## src/rtl/hazard_scoreboard_pkg.sv

```systemverilog
// Shared constants and entry layout for the hazard scoreboard.
// Entry layout, MSB first: {valid, rd, lat}.
package hazard_scoreboard_pkg;

    localparam int HZ_SEL_GPR    = 0;
    localparam int HZ_LAT_ALU    = 0;
    localparam int HZ_LAT_MEM    = 1;
    localparam int HZ_LAT_PCNEXT = 0;
    localparam int HZ_CNT_W      = 32;

    function automatic int hz_ent_w(input int reg_w, input int lat_w);
        return 1 + reg_w + lat_w;
    endfunction

endpackage

```

## src/rtl/hazard_scoreboard_if.sv

```systemverilog
// Issue-slot / operand bundle between decode and the hazard scoreboard.
// Stats counters exist only with HAZARD_SCOREBOARD_STATS_EN.
interface hazard_scoreboard_if #(
    parameter int XLEN    = 32,
    parameter int NREGS   = 32,
    parameter int DEPTH   = 3,
    parameter int NUM_SRC = 2
);
    localparam int REG_W = $clog2(NREGS);
    localparam int LAT_W = $clog2(DEPTH + 1);

    logic                     _iss_valid;
    logic [NUM_SRC*REG_W-1:0] _iss_rs;
    logic [NUM_SRC-1:0]       _iss_rs_used;
    logic [REG_W-1:0]         _iss_rd;
    logic                     _iss_wb_we;
    logic [LAT_W-1:0]         _iss_lat;
    logic                     _flush;
    logic                     _hold;
    logic [DEPTH*XLEN-1:0]    _stage_data;
    logic [NUM_SRC*XLEN-1:0]  _gpr_rdata;
    logic [NUM_SRC*XLEN-1:0]  op_;
    logic [NUM_SRC*LAT_W-1:0] byp_sel_;
    logic                     stall_;
`ifdef HAZARD_SCOREBOARD_STATS_EN
    logic [31:0]              stall_cnt_;
    logic [31:0]              fwd_cnt_;

    modport master (
        output _iss_valid, _iss_rs, _iss_rs_used, _iss_rd, _iss_wb_we,
        output _iss_lat, _flush, _hold, _stage_data, _gpr_rdata,
        input  op_, byp_sel_, stall_, stall_cnt_, fwd_cnt_
    );
    modport slave (
        input  _iss_valid, _iss_rs, _iss_rs_used, _iss_rd, _iss_wb_we,
        input  _iss_lat, _flush, _hold, _stage_data, _gpr_rdata,
        output op_, byp_sel_, stall_, stall_cnt_, fwd_cnt_
    );
`else
    modport master (
        output _iss_valid, _iss_rs, _iss_rs_used, _iss_rd, _iss_wb_we,
        output _iss_lat, _flush, _hold, _stage_data, _gpr_rdata,
        input  op_, byp_sel_, stall_
    );
    modport slave (
        input  _iss_valid, _iss_rs, _iss_rs_used, _iss_rd, _iss_wb_we,
        input  _iss_lat, _flush, _hold, _stage_data, _gpr_rdata,
        output op_, byp_sel_, stall_
    );
`endif
endinterface

```

## src/rtl/hazard_src_resolve.sv

```systemverilog
// Per-source priority match against in-flight writes and operand mux.
module hazard_src_resolve
    import hazard_scoreboard_pkg::*;
#(
    parameter int XLEN  = 32,
    parameter int DEPTH = 3,
    parameter int REG_W = 5,
    parameter int LAT_W = 2
) (
    input  logic [DEPTH-1:0]       ent_v,
    input  logic [DEPTH*REG_W-1:0] ent_rd,
    input  logic [DEPTH*LAT_W-1:0] ent_lat,
    input  logic [DEPTH*XLEN-1:0]  stage_data,
    input  logic [REG_W-1:0]       rs,
    input  logic                   used,
    input  logic [XLEN-1:0]        gpr,
    output logic [XLEN-1:0]        op,
    output logic [LAT_W-1:0]       sel,
    output logic                   blocked
);

    logic             hit;
    logic             rdy;
    logic [LAT_W-1:0] hsel;
    logic [XLEN-1:0]  hdat;

    // Scan oldest to youngest so the youngest match overwrites.
    always_comb begin
        hit  = 1'b0;
        rdy  = 1'b0;
        hsel = '0;
        hdat = '0;
        for (int k = DEPTH - 1; k >= 0; k--) begin
            if (ent_v[k] && ent_rd[k*REG_W +: REG_W] == rs &&
                rs != '0 && used) begin
                hit  = 1'b1;
                rdy  = LAT_W'(k) >= ent_lat[k*LAT_W +: LAT_W];
                hsel = LAT_W'(k + 1);
                hdat = stage_data[k*XLEN +: XLEN];
            end
        end
    end

    always_comb begin
        op      = (rs == '0) ? '0 : gpr;
        sel     = LAT_W'(HZ_SEL_GPR);
        blocked = 1'b0;
        if (hit) begin
            if (rdy) begin
                op  = hdat;
                sel = hsel;
            end else begin
                blocked = 1'b1;
            end
        end
    end

endmodule

```

## src/rtl/hazard_scoreboard.sv

```systemverilog
// DEPTH-stage in-flight write tracker: forwarding selects and load-use stall.
// Optional counters: define HAZARD_SCOREBOARD_STATS_EN.
module hazard_scoreboard
    import hazard_scoreboard_pkg::*;
#(
    parameter int XLEN    = 32,
    parameter int NREGS   = 32,
    parameter int DEPTH   = 3,
    parameter int NUM_SRC = 2
) (
    input logic                _clk,
    input logic                _reset_n,
    hazard_scoreboard_if.slave bus
);

    localparam int REG_W = $clog2(NREGS);
    localparam int LAT_W = $clog2(DEPTH + 1);
    localparam int EW    = hz_ent_w(REG_W, LAT_W);

    logic [EW-1:0]            ent_q [DEPTH];
    logic [DEPTH-1:0]         ent_v;
    logic [DEPTH*REG_W-1:0]   ent_rd;
    logic [DEPTH*LAT_W-1:0]   ent_lat;
    logic [NUM_SRC-1:0]       blocked;
    logic [NUM_SRC*XLEN-1:0]  op_w;
    logic [NUM_SRC*LAT_W-1:0] sel_w;
    logic                     stall;
    logic                     accept;
    logic [LAT_W-1:0]         lat_in;
    logic [EW-1:0]            new_ent;

    for (genvar k = 0; k < DEPTH; k++) begin : g_unpack
        assign ent_v[k]                  = ent_q[k][EW-1];
        assign ent_rd[k*REG_W +: REG_W]  = ent_q[k][EW-2 -: REG_W];
        assign ent_lat[k*LAT_W +: LAT_W] = ent_q[k][LAT_W-1:0];
    end

    for (genvar s = 0; s < NUM_SRC; s++) begin : g_src
        hazard_src_resolve #(
            .XLEN (XLEN),
            .DEPTH(DEPTH),
            .REG_W(REG_W),
            .LAT_W(LAT_W)
        ) u_src (
            .ent_v     (ent_v),
            .ent_rd    (ent_rd),
            .ent_lat   (ent_lat),
            .stage_data(bus._stage_data),
            .rs        (bus._iss_rs[s*REG_W +: REG_W]),
            .used      (bus._iss_rs_used[s]),
            .gpr       (bus._gpr_rdata[s*XLEN +: XLEN]),
            .op        (op_w[s*XLEN +: XLEN]),
            .sel       (sel_w[s*LAT_W +: LAT_W]),
            .blocked   (blocked[s])
        );
    end

    assign stall        = bus._iss_valid & ~bus._flush & (|blocked);
    assign accept       = bus._iss_valid & ~bus._flush & ~stall;
    assign bus.stall_   = stall;
    assign bus.op_      = op_w;
    assign bus.byp_sel_ = sel_w;

    // Latencies past the last stage only resolve through the regfile.
    assign lat_in  = (bus._iss_lat > LAT_W'(DEPTH)) ? LAT_W'(DEPTH)
                                                   : bus._iss_lat;
    assign new_ent = {accept & bus._iss_wb_we & (bus._iss_rd != '0),
                      bus._iss_rd, lat_in};

    always_ff @(posedge _clk or negedge _reset_n) begin
        if (!_reset_n) begin
            for (int k = 0; k < DEPTH; k++) ent_q[k] <= '0;
        end else if (!bus._hold) begin
            ent_q[0] <= new_ent;
            for (int k = 1; k < DEPTH; k++) ent_q[k] <= ent_q[k-1];
        end
    end

`ifdef HAZARD_SCOREBOARD_STATS_EN
    localparam int CW = $clog2(NUM_SRC + 1);

    logic [CW-1:0]       fwd_n;
    logic [HZ_CNT_W:0]   fwd_sum;
    logic [HZ_CNT_W-1:0] stall_q;
    logic [HZ_CNT_W-1:0] fwd_q;

    always_comb begin
        fwd_n = '0;
        for (int s = 0; s < NUM_SRC; s++) begin
            if (sel_w[s*LAT_W +: LAT_W] != '0) fwd_n = fwd_n + 1'b1;
        end
    end

    assign fwd_sum = {1'b0, fwd_q} + (HZ_CNT_W+1)'(fwd_n);

    always_ff @(posedge _clk or negedge _reset_n) begin
        if (!_reset_n) begin
            stall_q <= '0;
            fwd_q   <= '0;
        end else if (!bus._hold) begin
            if (stall && stall_q != '1) stall_q <= stall_q + 1'b1;
            if (accept) fwd_q <= fwd_sum[HZ_CNT_W] ? '1 : fwd_sum[HZ_CNT_W-1:0];
        end
    end

    assign bus.stall_cnt_ = stall_q;
    assign bus.fwd_cnt_   = fwd_q;
`endif

endmodule
```

## src/flat_wrapper.sv

```systemverilog
// flat-port wrapper written by rule: the top's interface ports become plain ports
module hazard_scoreboard_flat import hazard_scoreboard_pkg::*;
#(
    parameter int XLEN    = 32,
    parameter int NREGS   = 32,
    parameter int DEPTH   = 3,
    parameter int NUM_SRC = 2
)
  (_clk, _reset_n, bus__iss_valid, bus__iss_rs, bus__iss_rs_used, bus__iss_rd, bus__iss_wb_we, bus__iss_lat, bus__flush, bus__hold, bus__stage_data, bus__gpr_rdata, bus_op_, bus_byp_sel_, bus_stall_);
  hazard_scoreboard_if #(.XLEN(XLEN), .NREGS(NREGS), .DEPTH(DEPTH), .NUM_SRC(NUM_SRC)) bus_i ();
  input logic _clk;
  input logic _reset_n;
  input wire logic [$bits(bus_i._iss_valid)-1:0] bus__iss_valid;
  input wire logic [$bits(bus_i._iss_rs)-1:0] bus__iss_rs;
  input wire logic [$bits(bus_i._iss_rs_used)-1:0] bus__iss_rs_used;
  input wire logic [$bits(bus_i._iss_rd)-1:0] bus__iss_rd;
  input wire logic [$bits(bus_i._iss_wb_we)-1:0] bus__iss_wb_we;
  input wire logic [$bits(bus_i._iss_lat)-1:0] bus__iss_lat;
  input wire logic [$bits(bus_i._flush)-1:0] bus__flush;
  input wire logic [$bits(bus_i._hold)-1:0] bus__hold;
  input wire logic [$bits(bus_i._stage_data)-1:0] bus__stage_data;
  input wire logic [$bits(bus_i._gpr_rdata)-1:0] bus__gpr_rdata;
  output wire logic [$bits(bus_i.op_)-1:0] bus_op_;
  output wire logic [$bits(bus_i.byp_sel_)-1:0] bus_byp_sel_;
  output wire logic [$bits(bus_i.stall_)-1:0] bus_stall_;
  assign bus_i._iss_valid = bus__iss_valid;
  assign bus_i._iss_rs = bus__iss_rs;
  assign bus_i._iss_rs_used = bus__iss_rs_used;
  assign bus_i._iss_rd = bus__iss_rd;
  assign bus_i._iss_wb_we = bus__iss_wb_we;
  assign bus_i._iss_lat = bus__iss_lat;
  assign bus_i._flush = bus__flush;
  assign bus_i._hold = bus__hold;
  assign bus_i._stage_data = bus__stage_data;
  assign bus_i._gpr_rdata = bus__gpr_rdata;
  assign bus_op_ = bus_i.op_;
  assign bus_byp_sel_ = bus_i.byp_sel_;
  assign bus_stall_ = bus_i.stall_;
  hazard_scoreboard #(.XLEN(XLEN), .NREGS(NREGS), .DEPTH(DEPTH), .NUM_SRC(NUM_SRC)) u_core (._clk(_clk), ._reset_n(_reset_n), .bus(bus_i));
endmodule
```

## config.mk

```make
export PLATFORM = sky130hd
export DESIGN_NAME = hazard_scoreboard_flat
export DESIGN_NICKNAME = d
export VERILOG_FILES = /design/src/rtl/hazard_scoreboard_pkg.sv /design/src/rtl/hazard_scoreboard_if.sv /design/src/rtl/hazard_src_resolve.sv /design/src/rtl/hazard_scoreboard.sv /design/src/flat_wrapper.sv
export SDC_FILE = /design/constraint.sdc
export NUM_CORES = 1
export LEC_CHECK = 0
export BUFFER_PORTS_ARGS = -buffer_cell sky130_fd_sc_hd__buf_2
export CORE_MARGIN = 4
export CORE_UTILIZATION = 35
export DETAILED_ROUTE_END_ITERATION = 10
export PLACE_DENSITY = 0.65
export SLEW_MARGIN = 20
export SYNTH_ARGS = -nofsm -noshare
export SYNTH_HDL_FRONTEND = slang
export SYNTH_SLANG_ARGS = --single-unit
```

## constraint.sdc

```tcl
create_clock -name _clk -period 5 [get_ports _clk]
set_clock_uncertainty 0.15 [all_clocks]
set_input_delay 1 -clock _clk [delete_from_list [all_inputs] [get_ports _clk]]
set_output_delay 1 -clock _clk [all_outputs]
set_load 0.02 [all_outputs]
```

==> reports/qor.txt, run 1 <==
Status - finished, final reports clean
Clk_lat worst skew - 260 ps
Placement Setup Slack - 91.3 ps
RSZ-0062 raised after global routing - false
CP Max Fanout - 32
Layout Cells excl Fill - 875
Clk slew on worst S/H paths - 60 ps
Area leader, netlist - dfrtp_1
Worst Hold Class - flop to flop
Vias per cell - 6.05
Worst-margin pin slew - 1030 ps
WP depth - 8
Pwr dens - 158 nW/um^2
Number of synthesized flops with an enable pin - 0
Initial antenna violation count - 0
Avg Cell Area, Syn - 7.73 um^2
Setup WS post-layout - 229 ps
Final setup TNS - 0 ps
Critical Path Source Type - primary input
Slew Viols, Final - 0
Fmax - 210 MHz
Core Area - 11000 um^2
Number of global-route vias before repair - 5328
Compound-cell area share of the yosys netlist - 41.6%
Max Cap Violations - 0
Crit path arrival time - 3620 ps
Synth Cell Area - 3980 um^2
Sequential area share after synthesis - 15.1%
Yosys cell types - 40
Dpl cells - 870
Leak - 2.35 nW
FF+latch count, synth - 24
Final Hold Viols - 0
Crit path largest cell delay - 550 ps
Total grt overflow - 0
Max Root-Sink Buffers - 2
Worst path slowest cell - and3b_2
Critical path class - primary input to output pin
Area growth syn-to-layout - 36.5%
Largest net degree at the start of global routing - 67
Yosys warns - 0
TritonRoute pass-1 iters - 5
Mapped Nets - 700
CP bufs+invs - 2
Final Wtd Congestion - 0.969
Number of routed nets with antenna violations - 0
Final setup vio count - 0
DIE WIDTH - 115 um
Multiplexer share of the synthesized area - 14.3%
Vias - 5293
Worst path most repeated cell - buf_2
DRC errors left - 0
Largest family of logic cells by synthesized area - compound AO/OA/AOI/OAI gates
Detailed Route WL - 17.9 mm
Post-CTS sizing - 0
Row Count - 38
IR Drop Worst-Case VDD - 0.000174 V
Worst reg2reg startpoint - u_core.ent_q[22]
Max-Slew Margin vs Limit - 31.4%
Initial DRC Count - 670
H-Tree Depth - 1
Global-route wire length before repair - 26.9 mm
Synth Area in XOR/XNOR - 6.60%
R2R Setup Slk - 2530 ps
Die ar. - 13100 um^2
Yosys top cell area share - 15.1%
Adder-cell area share of the yosys netlist - 0%
Final HPWL DP - 13.7 mm
Crit Reg-Reg Endpoint - u_core.ent_q[23]
Ant. Diodes - 0
Share of cells above drive strength 1 - 46.3%
Crit share post-route - 95.4%
CP required - 3850 ps
CP cell instances - buf_2, or4_4, o21ai_2, nor4_1, or3_1, and3b_2, a211oi_1, buf_2
Synth Flop Type - dfrtp_1
GRT Util Overall - 25.0%
Setup crit end kind - output pin
CTS tree - yes
I/O pin count - 254
Clock sink total - 24
Worst-case reg-to-reg path depth - 6
Critical Path End - bus_op_[31]
Synth area leaders - dfrtp_1 (15%), a211oi_2 (9.4%), o21ai_0 (8.3%)
Num CTS Buffers - 3
Tmin final - 4770 ps
Initial Utilization - 36.2%
Post-CTS Setup Repair Bufs - 0
CTS root buf - clkbuf_16
Fillers - 1116
Synth Instances - 515
Post-synth ARST share - 100%
Critical Path Start - bus__iss_rs[1]
Post-synthesis simple-gate area fraction - 15.3%
Number of hold buffers added after CTS - 0
Nets - 921
I/O Buffers - 253
Crit-path leading delay family - simple AND/OR/NAND/NOR gates
Die H - 115 um
Per-cell routed wire length - 20.5 um
==> registers in the layout (all words and copies together), names as in the netlist <==
| name | cells |
|---|---|
| u_core.ent_lat | 6 |
| u_core.ent_q | 18 |
==> cells in the mapped netlist, types with 6 or more instances <==
| cell | n |
|---|---|
| a221o_1 | 32 |
| dfrtp_1 | 24 |
| xor2_1 | 6 |
| xnor2_1 | 24 |
| clkbuf_1 | 39 |
| a211oi_2 | 30 |
| mux2i_1 | 32 |
| o211ai_1 | 33 |
| o31ai_1 | 33 |
| buf_6 | 7 |
| o21ai_0 | 66 |
| nand2_1 | 76 |
| mux2_2 | 22 |
| nor2_1 | 38 |
==> power breakdown <==
part	internal [mW]	switching, mW	total [mW]	leakage, nW
Sequential	0.221	0.0356	0.257	0.287
Combinational	0.168	0.207	0.376	2.01
Clock	0.159	0.0654	0.224	0.0511
Total	0.548	0.309	0.857	2.35
==> worst min-delay path by stage <==
stage	from	to	cells after the start
finish	u_core.ent_lat[2]	u_core.ent_lat[2]	1
global route	u_core.ent_lat[2]	u_core.ent_lat[2]	1
CTS	u_core.ent_lat[2]	u_core.ent_lat[2]	1
detailed placement	u_core.ent_lat[2]	u_core.ent_lat[2]	1
global placement	u_core.ent_lat[2]	u_core.ent_lat[4]	1
floorplan	u_core.ent_lat[5]	u_core.ent_lat[5]	2
==> layer usage <==
| layer | vias up | global-route usage (%) | part of all wire [%] | wire length, um |
|---|---|---|---|---|
| li1 | 2416 | - | - | - |
| met1 | 2510 | 31.1 | 39 | 6930 |
| met2 | 315 | 43.9 | 49 | 8810 |
| met3 | 52 | 4.07 | 9.1 | 1630 |
| met4 | 0 | 8.23 | 3.0 | 544 |
| met5 | - | 0 | 0 | 0 |
==> per-stage QoR <==
step / total power [mW] / cell area, um^2 / hold slack (ps) / utilization, %
6_report: 0.857 / 5430 / 356 / 49.5
5_1_grt: 0.906 / 5430 / 386 / 49.5
4_1_cts: 0.860 / 5430 / 357 / 49.4
3_5_place_dp: 0.633 / 5320 / 343 / 48.4
3_3_place_gp: 0.626 / 5320 / 335 / 48.4
2_1_floorplan: 0.461 / 3980 / 314 / -
==> area by class of cell <==
type                    count  area [um^2]  share of cell area, %
repair buffers            272         1410                   25.9
inverters                   2         7.51                  0.138
well taps                 140          175                   3.22
multi-input cells         433         3140                   57.7
clock buffers               3         75.1                   1.38
flip-flops and latches     24          601                   11.1
clock inverters             1         30.0                  0.553
==> cell families after synthesis <==
group,after synthesis
AOI/OAI and AO/OA,208
and+or+nand+nor,141
buffers and inverters,58
muxes,54
xor gates and xnor gates,30
DFF,24
==> cell usage in the layout (no fill, tap or decap), drive strengths merged, types with 4 or more instances in the layout <==
cell	count
a221o	32
o211ai	33
xor2	6
dfrtp	24
nor3	4
mux2i	32
nor2	38
a21oi	4
o21ai	68
mux2	22
or4	6
nand2	76
a211oi	33
xnor2	24
o31ai	33
buf	272
==> worst register-to-register path: stages, from the launching register on <==
cell     delay [ps]
dfrtp_1         450
xnor2_1         190
nand4_1         120
nor3_2          280
buf_4           610
o31ai_1         280
a32o_1          270
Note: power is estimated with default switching activity, not from simulation.
==> run 2, diff against run 1 <==
--- a/config.mk
+++ b/config.mk
@@ -6,10 +6,10 @@
 export NUM_CORES = 1
 export LEC_CHECK = 0
 export BUFFER_PORTS_ARGS = -buffer_cell sky130_fd_sc_hd__buf_2
-export CORE_MARGIN = 4
-export CORE_UTILIZATION = 35
+export CORE_AREA = 2 2 97 99
 export DETAILED_ROUTE_END_ITERATION = 10
-export PLACE_DENSITY = 0.65
+export DIE_AREA = 0 0 99 101
+export PLACE_DENSITY = 0.81
 export SLEW_MARGIN = 20
 export SYNTH_ARGS = -nofsm -noshare
 export SYNTH_HDL_FRONTEND = slang
==> run 2 against run 1 <==
Against the previous run: register-to-register slack got worse by 90 ps; design area decreased by 1.5%; non-clock buffer count decreased by 3; worst hold slack improved by 10 ps; global-route usage increased by 7.3 points; clock-buffer cell count unchanged; power decreased by 5.9%; sequential power about the same; clock power decreased by 25%; utilization increased by 10 points; highest routed layer unchanged.
==> reports/qor.txt, run 2 (synthesis results as in run 1) <==
Num CTS Buffers - 3 (unchanged)
H-Tree Depth - 1 (unchanged)
Dpl cells - 839 (-3.6%)
Die ar. - 10000 um^2 (-24%)
Crit share post-route - 95.8% (+0.37 points)
Die H - 101 um (-12%)
Row Count - 35 (-7.9%)
Crit-path leading delay family - simple AND/OR/NAND/NOR gates
Clock sink total - 24 (unchanged)
Number of global-route vias before repair - 4897 (-8.1%)
Tmin final - 4790 ps (+18.6 ps)
Global-route wire length before repair - 26.0 mm (-3.1%)
R2R Setup Slk - 2440 ps (-90 ps)
Per-cell routed wire length - 20.7 um (+0.95%)
Clk slew on worst S/H paths - 90 ps (+30 ps)
Final HPWL DP - 13.0 mm (-5.8%)
CTS root buf - clkbuf_8
Most frequent cells in the layout - buf_2 (253), nand2_1 (76), o21ai_0 (66), nor2_1 (37)
Slew Viols, Final - 0 (unchanged)
RSZ-0062 raised after global routing - false
Share of cells above drive strength 1 - 46.1% (-0.15 points)
Initial DRC Count - 416 (-38%)
Commonest non-fill, non-tap cell in the layout - buf_2
Ant. Diodes - 0 (unchanged)
Critical path class - primary input to output pin
Pwr dens - 151 nW/um^2 (-4.4%)
CP Max Fanout - 32 (unchanged)
Worst path slowest cell - or4_4
Crit path largest cell delay - 550 ps (about the same)
Largest Register - u_core.ent_q
Worst path most repeated cell - buf_2
CP required - 3850 ps (about the same)
Detailed Route WL - 17.4 mm (-2.6%)
Max reg flops - 18 (unchanged)
Area growth syn-to-layout - 34.4%
Max Cap Violations - 0 (unchanged)
CP cell instances - buf_2, or4_4, o21ai_2, nor4_1, or3_1, and3b_2, a211oi_1, buf_2
Initial Utilization - 44.3% (+8.1 points)
Vias per cell - 6.23 (+3.0%)
Largest net degree at the start of global routing - 68 (+1.5%)
Worst Hold Class - flop to flop
IR Drop Worst-Case VDD - 0.000185 V (+6.5%)
Number of hold buffers added after CTS - 0 (unchanged)
Total grt overflow - 0 (unchanged)
Fmax - 209 MHz (-0.39%)
Final Wtd Congestion - 0.929 (-4.1%)
Max Root-Sink Buffers - 2 (unchanged)
I/O Buffers - 253 (unchanged)
Final Hold Viols - 0 (unchanged)
DIE WIDTH - 99 um (-14%)
Number of routed nets with antenna violations - 0 (unchanged)
Post-Route Utilization - 59.6% (+10 points)
Post-CTS sizing - 0 (unchanged)
TritonRoute pass-1 iters - 5 (unchanged)
Nets - 919 (-0.22%)
Final setup vio count - 0 (unchanged)
Vias - 5257 (-0.68%)
Critical Path Source Type - primary input
Crit path arrival time - 3640 ps (+20 ps)
Initial antenna violation count - 0 (unchanged)
I/O pin count - 254 (unchanged)
DRC errors left - 0 (unchanged)
Status - finished, final reports clean
CTS tree - yes
Max-Slew Margin vs Limit - 32.9% (+1.5 points)
Setup crit end kind - output pin
Leak - 2.32 nW (-1.3%)
Core Area - 8980 um^2 (-18%)
Worst-margin pin slew - 1010 ps (-22.4 ps)
CP bufs+invs - 2 (unchanged)
Min Hold Slack - 366 ps (+10.2 ps)
Layout Cells excl Fill - 844 (-3.5%)
Post-CTS Setup Repair Bufs - 0 (unchanged)
Clk_lat worst skew - 270 ps (about the same)
GRT Util Overall - 32.3% (+7.3 points)
run 2: cell count changes in the layout (fill, tap and decap cells not counted), sizes merged:
cell	before	now
a21oi	4	5
buf	272	269
run 2: layout make-up:
| class | count | area [um^2] |
|---|---|---|
| clock buffer | 3 | 41.3 |
| sequential | 24 | 601 |
| clock inverter | 1 | 30.0 |
| inverter | 2 | 7.51 |
| timing repair buffer | 269 | 1390 |
| fill | 840 | 3630 |
| tap | 111 | 139 |
| multi-input combinational | 434 | 3140 |
run 2: worst paths after layout:
check | start | endpoint | cells after the start
worst max-delay path | bus__iss_rs[1] | bus_op_[31] | 8
worst min-delay path | u_core.ent_lat[2] | u_core.ent_lat[4] | 1
worst max register to register | u_core.ent_q[18] | u_core.ent_q[23] | 7
worst min register to register | u_core.ent_lat[2] | u_core.ent_lat[4] | 1
max in group asynchronous | _reset_n | u_core.ent_q[2] | 1
min in group asynchronous | _reset_n | u_core.ent_q[23] | 1
run 2: through the flow:
stage	total power [mW]	worst slack [ps]	TNS, ps	cell area, um^2
floorplan	0.461	803	0	3980
global placement	0.624	100	0	5270
detailed placement	0.635	-23.8	-35.4	5270
CTS	0.806	238	0	5350
global route	0.850	36.5	0	5350
finish	0.806	211	0	5350
run 2: routing by layer:
metal	routed length, um	part of all wire, %	up-vias	GRT usage (%)
met2	8450	48	335	53.1
li1	-	-	2404	-
met3	1790	10	27	6.03
met1	6910	40	2491	44.4
met4	285	1.6	0	6.85
met5	0	0	-	0
run 2: power breakdown:
group	switching [mW]	internal (mW)
clock network	0.0623	0.107
registers	0.0362	0.221
logic	0.211	0.169
total	0.310	0.496
==> run 3, diff against run 2 <==
--- a/config.mk
+++ b/config.mk
@@ -5,11 +5,12 @@
 export SDC_FILE = /design/constraint.sdc
 export NUM_CORES = 1
 export LEC_CHECK = 0
+export ABC_CLOCK_PERIOD_IN_PS = 5000
 export BUFFER_PORTS_ARGS = -buffer_cell sky130_fd_sc_hd__buf_2
 export CORE_AREA = 2 2 97 99
 export DETAILED_ROUTE_END_ITERATION = 10
 export DIE_AREA = 0 0 99 101
-export PLACE_DENSITY = 0.81
+export PLACE_DENSITY = 0.91
 export SLEW_MARGIN = 20
 export SYNTH_ARGS = -nofsm -noshare
 export SYNTH_HDL_FRONTEND = slang
==> run 3 against run 2 <==
Against the previous run: global-route usage shrank 3.1 points; utilization down 0.25 points; first-iteration DRC count up 2.4%; largest cell class unchanged; critical path type unchanged; via count decreased by 0.29%; design area decreased by 0.42%.
==> reports/qor.txt, run 3 (synthesis results as in run 1) <==
Max-Slew Margin vs Limit - 43.4% (+10 points)
Clk_lat worst skew - 260 ps (about the same)
Most frequent cells in the layout - buf_2 (253), nand2_1 (76), o21ai_0 (66), nor2_1 (37)
Crit share post-route - 95.7% (-0.12 points)
Status - finished, final reports clean
R2R Setup Slk - 2600 ps (+160 ps)
Crit Reg-Reg Endpoint - u_core.ent_q[23]
Final setup TNS - 0 ps (unchanged)
Worst path slowest cell - or4_1
CP required - 3850 ps (about the same)
Row Count - 35 (unchanged)
Post-Route Utilization - 59.3% (-0.25 points)
Area growth syn-to-layout - 33.9%
Clock sink total - 24 (unchanged)
Crit path largest cell delay - 600 ps (+50 ps)
Max Root-Sink Buffers - 2 (unchanged)
Num CTS Buffers - 3 (unchanged)
Clock Power Share - 17.0% (-4.0 points)
Post-CTS Setup Repair Bufs - 0 (unchanged)
Max reg flops - 18 (unchanged)
Design area - 5330 um^2 (-0.42%)
Crit-path leading delay family - simple AND/OR/NAND/NOR gates
Final HPWL DP - 11.7 mm (-9.5%)
CP Max Fanout - 15 (-53%)
Tmin final - 4780 ps (-5.98 ps)
Post-DP Area - 5270 um^2 (unchanged)
Final Wtd Congestion - 0.979 (+5.4%)
Min Hold Slack - 356 ps (-9.97 ps)
Slew Viols, Final - 0 (unchanged)
Share of cells above drive strength 1 - 46.0% (-0.074 points)
Critical Path Start - bus__iss_rs[9]
Initial antenna violation count - 0 (unchanged)
Nets - 918 (-0.11%)
Critical path class - primary input to output pin
CTS root buf - clkbuf_8
Switching Share - 39.2% (+0.78 points)
Detailed Route WL - 15.7 mm (-9.7%)
Vias - 5242 (-0.29%)
Fmax - 209 MHz (+0.12%)
Number of routed nets with antenna violations - 0 (unchanged)
I/O Buffers - 253 (unchanged)
H-Tree Depth - 1 (unchanged)
Total grt overflow - 0 (unchanged)
Critical Path Source Type - primary input
Ant. Diodes - 0 (unchanged)
Number of hold buffers added after CTS - 0 (unchanged)
Fillers - 822 (-2.1%)
Comb power frac - 49.1% (+2.0 points)
Initial Utilization - 44.3% (unchanged)
Per-cell routed wire length - 18.7 um (-9.6%)
Int Pwr - 0.458 mW (-7.8%)
Pwr dens - 141 nW/um^2 (-6.2%)
Core Area - 8980 um^2 (unchanged)
Crit path arrival time - 3630 ps (about the same)
Worst-margin pin slew - 841 ps (-165 ps)
Max Cap Violations - 0 (unchanged)
Die H - 101 um (unchanged)
Commonest non-fill, non-tap cell in the layout - buf_2
Number of global-route vias before repair - 4923 (+0.53%)
Vias per cell - 6.22 (-0.17%)
DRC errors left - 0 (unchanged)
Worst path most repeated cell - buf_2
Post-CTS sizing - 0 (unchanged)
Flop pwr share - 33.9% (+2.0 points)
Leak - 2.31 nW (-0.23%)
WP depth - 9 (+1)
CP bufs+invs - 3 (+1)
Die ar. - 10000 um^2 (unchanged)
Critical Path End - bus_op_[63]
Setup crit end kind - output pin
Worst-case reg-to-reg path depth - 6 (-1)
I/O pin count - 254 (unchanged)
Worst reg2reg startpoint - u_core.ent_q[14]
Largest Register - u_core.ent_q
Largest net degree at the start of global routing - 68 (unchanged)
RSZ-0062 raised after global routing - false
TritonRoute pass-1 iters - 5 (unchanged)
CTS tree - yes
Global-route wire length before repair - 23.9 mm (-8.4%)
Net switching power - 0.295 mW (-4.7%)
Final Hold Viols - 0 (unchanged)
CP cell instances - buf_2, xor2_1, or4_1, nor3_4, a22oi_2, a21oi_4, buf_4, mux2i_1, buf_2
Clk slew on worst S/H paths - 80 ps (about the same)
Worst Hold Class - flop to flop
Final setup vio count - 0 (unchanged)
DIE WIDTH - 99 um (unchanged)
GRT Util Overall - 29.2% (-3.1 points)
Initial DRC Count - 426 (+2.4%)
IR Drop Worst-Case VDD - 0.000233 V (+26%)
## run 3: per-stage QoR
| stage | std cells | total power [mW] | setup WS, ps |
|---|---|---|---|
| 2_1_floorplan | 515 | 0.461 | 803 |
| 3_3_place_gp | 839 | 0.616 | 227 |
| 3_5_place_dp | 839 | 0.624 | 179 |
| 4_1_cts | 843 | 0.751 | 156 |
| 5_1_grt | 843 | 0.798 | 130 |
| 6_report | 843 | 0.753 | 217 |
## run 3: worst min path at each step
stage | start | to | slack, ps | depth (start not counted)
after floorplan | u_core.ent_lat[5] | u_core.ent_lat[5] | 310 | 2
after global placement | u_core.ent_lat[5] | u_core.ent_lat[5] | 340 | 2
after detailed placement | u_core.ent_lat[2] | u_core.ent_lat[4] | 340 | 1
after CTS | u_core.ent_lat[2] | u_core.ent_lat[4] | 360 | 1
after global routing | u_core.ent_lat[2] | u_core.ent_lat[2] | 390 | 1
final | u_core.ent_lat[2] | u_core.ent_lat[4] | 360 | 1
## run 3: area by class of cell
| class | instances | area (um^2) | area share [%] |
|---|---|---|---|
| timing repair buffer | 269 | 1390 | 26.0 |
| clock buffer | 4 | 55.1 | 1.03 |
| inverter | 2 | 7.51 | 0.141 |
| multi-input combinational | 433 | 3140 | 58.9 |
| tap | 111 | 139 | 2.61 |
| sequential | 24 | 601 | 11.3 |
## run 3: metal layers
layer  global-route usage [%]  vias to the layer above  wire [um]  part of all wire [%]
li1                         -                     2406          -                     -
met2                     50.4                      381       7790                    49
met4                     11.2                        0        433                   2.8
met1                     37.1                     2402       5900                    37
met3                     3.68                       53       1620                    10
met5                        0                        -          0                     0
## run 3: power by group through the flow
stage	Sequential [mW]	Clock, mW	Combinational, mW
after detailed placement	0.258	0	0.365
after CTS	0.254	0.130	0.367
after global routing	0.260	0.140	0.398
after global placement	0.257	0	0.359
after floorplan	0.247	0	0.214
final	0.255	0.128	0.370
